===== src/rtl/regfile_param.sv =====
// Parametrised 2-read/1-write register file with registered reads, write-first bypass,
// optional zero register 0 and a clear-on-reset init sequencer. Parity: define REGFILE_PARITY_EN.
module regfile_param #(
  parameter int DW      = 8,
  parameter int AW      = 5,
  parameter int DEPTH   = 32,
  parameter int R0_ZERO = 0
) (
  input  logic          CLK,
  input  logic          RST_N,
  input  logic [DW-1:0] In,
  input  logic [AW-1:0] Writeaddress,
  input  logic          WE,
  input  logic [AW-1:0] Readaddress_A,
  input  logic          RE_A,
  input  logic [AW-1:0] Readaddress_B,
  input  logic          RE_B,
  input  logic          PINV,
  output logic [DW-1:0] outA,
  output logic [DW-1:0] outB,
  output logic          VALID_A,
  output logic          VALID_B,
  output logic          PERR_A,
  output logic          PERR_B,
  output logic          BUSY
);

`ifdef REGFILE_PARITY_EN
  localparam int MW = DW + 1;
`else
  localparam int MW = DW;
`endif
  localparam logic [AW:0]   DEPTH_L = (AW+1)'(DEPTH);
  localparam logic [AW-1:0] LAST    = AW'(DEPTH - 1);

  typedef enum logic {ST_INIT = 1'b0, ST_RUN = 1'b1} state_t;

  state_t        state_reg, state_next;
  logic [AW-1:0] cnt_reg, cnt_next;

  logic [MW-1:0] mem [DEPTH];
  logic          mem_we;
  logic [AW-1:0] mem_waddr;
  logic [MW-1:0] mem_wdata;
  logic [MW-1:0] wr_word;
  logic          run;

  // An address is "live" when it maps to real, writable storage.
  function automatic logic addr_live(input logic [AW-1:0] a);
    return ({1'b0, a} < DEPTH_L) && !((R0_ZERO != 0) && (a == '0));
  endfunction

`ifdef REGFILE_PARITY_EN
  assign wr_word = {(^In) ^ PINV, In};
`else
  logic unused_pinv;
  assign unused_pinv = PINV;
  assign wr_word     = In;
`endif

  assign run  = (state_reg == ST_RUN);
  assign BUSY = ~run;

  always_ff @(posedge CLK or negedge RST_N) begin
    if (!RST_N) begin
      state_reg <= ST_INIT;
      cnt_reg   <= '0;
    end else begin
      state_reg <= state_next;
      cnt_reg   <= cnt_next;
    end
  end

  always_comb begin
    state_next = state_reg;
    cnt_next   = cnt_reg;
    mem_we     = 1'b0;
    mem_waddr  = Writeaddress;
    mem_wdata  = wr_word;
    case (state_reg)
      ST_INIT: begin
        mem_we    = 1'b1;
        mem_waddr = cnt_reg;
        mem_wdata = '0;
        if (cnt_reg == LAST) state_next = ST_RUN;
        else                 cnt_next   = cnt_reg + 1'b1;
      end
      ST_RUN: begin
        mem_we = WE && addr_live(Writeaddress);
      end
      default: state_next = ST_INIT;
    endcase
  end

  always_ff @(posedge CLK) begin
    if (mem_we) mem[mem_waddr] <= mem_wdata;
  end

  logic [AW-1:0] rd_addr [2];
  logic [1:0]    rd_en;

  assign rd_addr[0] = Readaddress_A;
  assign rd_addr[1] = Readaddress_B;
  assign rd_en      = {RE_B, RE_A};

  for (genvar gi = 0; gi < 2; gi++) begin : g_rd
    logic          live, hit, perr;
    logic [MW-1:0] word;
    logic [DW-1:0] data_reg;
    logic          valid_reg, perr_reg;

    assign live = addr_live(rd_addr[gi]);
    assign hit  = WE && (Writeaddress == rd_addr[gi]);
    assign word = mem[rd_addr[gi]];
`ifdef REGFILE_PARITY_EN
    // Only data actually coming out of storage can carry a parity fault.
    assign perr = live && !hit && (^word);
`else
    assign perr = 1'b0;
`endif

    always_ff @(posedge CLK or negedge RST_N) begin
      if (!RST_N) begin
        data_reg  <= '0;
        valid_reg <= 1'b0;
        perr_reg  <= 1'b0;
      end else if (run && rd_en[gi]) begin
        data_reg  <= live ? (hit ? In : word[DW-1:0]) : '0;
        valid_reg <= 1'b1;
        perr_reg  <= perr;
      end else begin
        valid_reg <= 1'b0;
        perr_reg  <= 1'b0;
      end
    end
  end

  assign outA    = g_rd[0].data_reg;
  assign outB    = g_rd[1].data_reg;
  assign VALID_A = g_rd[0].valid_reg;
  assign VALID_B = g_rd[1].valid_reg;
  assign PERR_A  = g_rd[0].perr_reg;
  assign PERR_B  = g_rd[1].perr_reg;

endmodule

===== config.mk =====
export PLATFORM = sky130hd
export DESIGN_NAME = regfile_param
export DESIGN_NICKNAME = d
export VERILOG_FILES = /design/src/rtl/regfile_param.sv
export SDC_FILE = /design/constraint.sdc
export NUM_CORES = 1
export LEC_CHECK = 0
export BUFFER_PORTS_ARGS = -buffer_cell sky130_fd_sc_hd__buf_2
export CELL_PAD_IN_SITES_DETAIL_PLACEMENT = 0
export CELL_PAD_IN_SITES_GLOBAL_PLACEMENT = 1
export CORE_MARGIN = 2
export CORE_UTILIZATION = 40
export DETAILED_ROUTE_END_ITERATION = 7
export PLACE_DENSITY = 0.74
export SYNTH_ARGS = -nofsm -noshare
export SYNTH_HDL_FRONTEND = slang
export SYNTH_SLANG_ARGS = --single-unit

===== constraint.sdc =====
create_clock -name CLK -period 2.4 [get_ports CLK]
set_input_delay 0.36 -clock CLK [delete_from_list [all_inputs] [get_ports CLK]]
set_output_delay 0.36 -clock CLK [all_outputs]
set_load 0.005 [all_outputs]

==> results by stage <==
Power:
- The maximum VDD drop is 0.4437 mV.
- The design draws 10.77 mW.
- The power dissipated by switching net loads is 2.442 mW.
- Per report_power, the clock group accounts for roughly two fifths of the total.
- The share of power burned in registers is between 50% and 60%.
- The power density over the cells is between 600 and 700 nW/um^2.
- The switching part of the total is 22.67%.
- The leakage power is 5.259 nW.
- Combinational cells account for 10.0% of the total power.
- The internal power summed over all cells is 8.330 mW.

Clock tree:
- The clock root buffer master is clkbuf_16.
- The CTS tree is yes.
- Buffers inserted to repair hold after CTS numbered 1.
- The latest clock arrival within the worst-skew pair is approximately 0.55 ns.
- After clock tree synthesis, the clock-pin slew on the worst setup and hold paths is 0.06 ns.
- The total number of H-tree levels is 1.
- The number of sinks driven by the clock tree is 280.
- The number of clock buffers inserted by TritonCTS is 28.
- Gates resized during post-CTS repair numbered 0.
- In this run the deepest clock path goes through 3 buffers.
- The buffers inserted during post-CTS setup optimization is 0.

Place:
- Port buffering added 46 buffers.
- The congestion estimate from routability-driven global placement came to 0.9388.
- The half-perimeter wire length of the detailed placement result is 26560 microns.
- The cell area after placement is 14900 sq um.

Finish:
- Compared with the post-synthesis result, the final layout area differs by 16.94%.
- The register with the most flip-flops in the final layout is mem.
- The number of diodes is 0.
- In the final design database the tool counted 957 nets.
- The register with the most flip-flops in the layout has 256 of them.
- Summing all non-filler instances in the final layout gives an area of approximately 16000 sq um.
- The fraction of final layout cells sized beyond drive strength 1 is between 30 and 40%.
- The layout filler cell count is 2826.

Synth:
- The biggest area contributor in the post-synthesis netlist is edfxtp_1.
- Each instance of the synthesized netlist takes up on average 16.68 sq um.
- The main flop type after synthesis is edfxtp_1.
- The synthesized netlist devotes 5.930% of its cell area to simple gates.
- Measured against the total synthesized area, the mux share comes to 22.63%.
- Yosys instantiated no cell more often than edfxtp_1.
- The commonest cells after synthesis are edfxtp_1 (256), mux4_2 (109), nor2_1 (47).
- The cell area after synthesis is 13520 sq um.
- The synthesis-stage register bit count is 280.
- Summing the areas of all xor and xnor instances in the mapped netlist gives 0.8419% of the synthesized area.
- Of the total synthesized cell area, the portion taken by full adders, half adders and majority gates is 0.1850%.
- The total of warnings raised by yosys is 0.
- Sequential cells were found to cover roughly three fifths of the synthesized design area.
- The number of distinct library cells after synthesis is roughly 50.
- The compound-gate portion of the synthesized area is 6.865%.
- Synthesis produced a netlist whose cell count is slightly above 800.
- After synthesis, the largest family of logic cells by area is multiplexers.
- Summed over its instances, the top area cell type makes up 56.84% of the synthesized netlist area.
- Yosys mapped a number of flops with a built-in enable equal to ~260.
- Yosys attributes the largest share of cell area to edfxtp_1 (57%), mux4_2 (18%), dfrtp_1 (4.4%), mux2i_1 (2.3%), o22ai_1 (2.1%).
- The share of synthesized flip-flops with an asynchronous set or reset is 8.571%.

Critical path:
- The largest stage delay on the critical path is around 0.57 ns.
- Data on the critical path arrives at its endpoint at 2.45 ns.
- The worst setup path is launched from a flop.
- The depth of the worst register-to-register path is 5.
- The category of cells accounting for the largest share of critical-path delay is simple AND/OR/NAND/NOR gates.
- The class of the most critical setup path is reg -> reg.
- The critical path runs through a total of 5 cells.
- STA classifies the critical path endpoint as a flop.
- The total buffers and inverters traversed by the critical path is 2.
- The critical register-to-register path startpoint is run$_DFF_PN0_.
- Of all nets on the critical path, the largest fanout is 27.
- The required time of the critical path is 2.65 ns.
- The critical path starts at run$_DFF_PN0_.
- Traced cell by cell, the critical path runs through buf_12 > mux2i_4 > or3b_2 > nor2_1 > buf_4.
- The cell type of the slowest stage on the worst timing path is or3b_2.

Global routing:
- The initial antenna violation count is 0.
- The first-pass GRT wire length is 55770 microns.
- The total congestion overflow is 0.
- The global-route usage over all layers is 21.58%.
- The number of global-route vias before repair is 8412.
- Entering global routing, the biggest net connects 43 pins.

Detailed routing:
- The routed length per instance is 27.20 microns.
- Summed over all layers, the routed wires come to around 38000 microns.
- Across all layers, the routed design uses 8499 vias.
- The first detailed-routing pass ran for 5 iterations.
- The detailed router finished its first iteration with 947 violations.
- The number of remaining DRC errors is 0.
- The number of nets with antenna violations after detailed routing is 0.
- Using the TritonRoute via totals, the vias-per-cell ratio works out to 6.092.

STA:
- The relative slew slack is 20.18%.
- Setup violations remaining at the end of the flow were counted as 0.
- For the pin with the worst max-slew slack, the measured transition is 1.197 ns.
- Setup repair after global routing left no endpoint under its margin.
- The setup clock skew after layout is 0.01667 ns.
- The post-route fraction of the period consumed by the critical path is 91.95%.
- The maximum operating frequency is 453.2 MHz.
- Final hold analysis gives a worst-case slack of 0.1062 ns.
- The final max-slew violation count was 0.
- The hold violation count in the final report is 0.
- The final critical-path required period is between 2 and 2.5 ns.

Floorplan:
- The boundary pin count is 50.
- The number of rows in the core area is 67.
- The floorplan step defined a die boundary enclosing 35300 sq um.
- The chip width is 187.9 microns.
- The core region is 33450 sq um.
- The die height is approximately 190 microns.
- For this configuration, the core starts out at a cell density of 40.43%.

Outcome:
- The run finished with clean final reports.

Worst hold path:
- The worst hold path was traced through 3 stages.
- In this run the most critical hold path is launched from In[0].
- In this run the worst hold path is classified as in -> reg.

Flow run:
- The max-capacitance violation count is 0.
-- layout by cell type, fill, tap and decap left out, types with 19 or more instances in the layout --
cell type  netlist  final
clkbuf_16        0     29
dfrtp_1         24     24
o22ai_1         46     46
buf_2           20     44
mux2i_1         31     31
buf_4            5     83
mux2_2          19     19
mux4_2         109    109
nor2_1          47     47
nand2_1         21     21
edfxtp_1       256    256
-- stage by stage --
stage / setup slack [ns] / util, % / cells / setup TNS (ns)
final: 0.1932 / 47.28 / 1395 / 0
after global routing: 0.09258 / 47.28 / 1395 / 0
after CTS: 0.1810 / 47.28 / 1395 / 0
after detailed placement: -0.02583 / 44.56 / 1343 / -0.02583
after global placement: -0.03298 / 44.56 / 1343 / -0.03298
after floorplan: 0.3205 / - / 812 / 0
-- metal layers --
metal	track usage [%]	wire (microns)	vias up
met2	34.30	17740	454
met5	0	0	-
li1	-	-	3607
met4	7.117	1379	0
met3	3.837	3491	78
met1	30.29	15330	4360
-- tightest hold or removal path, delay by kind of cell --
| kind | cells | cell delay (ns) |
|---|---|---|
| compound gates | 1 | 0.07 |
| buf+inv | 1 | 0.12 |
| simple gates | 1 | 0.06 |
-- worst paths after layout --
check	to	slack [ns]
max	mem[23][1]$_DFFE_PP_	0.19
min in group asynchronous	cnt_reg[2]$_DFFE_PN0P_	0.33
min	outA[0]$_DFFE_PN0P_	0.11
max in group asynchronous	outB[0]$_DFFE_PN0P_	1.70
max reg2reg	mem[23][1]$_DFFE_PP_	0.19
min reg2reg	outB[7]$_DFFE_PN0P_	0.49
-- final cells by class --
type	instances	area, sq um	share of cell area, %
Clock buffer	33	740.7	4.684
Clock inverter	18	161.4	1.021
Inverter	9	33.78	0.2136
Multi-Input combinational cell	467	4937	31.22
Sequential cell	280	8288	52.40
Tap cell	448	560.5	3.544
Timing Repair Buffer	140	1094	6.915
-- cell families (layout without fill, tap and decap cells) --
group / after synthesis / in the layout
fa+ha+maj: 2 / 2
compound gates: 135 / 135
xor+xnor: 13 / 13
other cells: 1 / 2
simple gates: 152 / 152
mux: 163 / 163
buf+inv: 65 / 200
flops: 280 / 280
-- power groups by stage --
stage                     Clock [mW]  Combinational (mW)  Sequential (mW)
after floorplan                    0               0.617             5.51
after global placement             0                1.05             5.50
after detailed placement           0                1.06             5.50
after CTS                       4.37                1.07             5.40
after global routing            4.58                1.14             5.40
final                           4.29                1.08             5.40
Note: power is estimated with default switching activity, not from simulation.
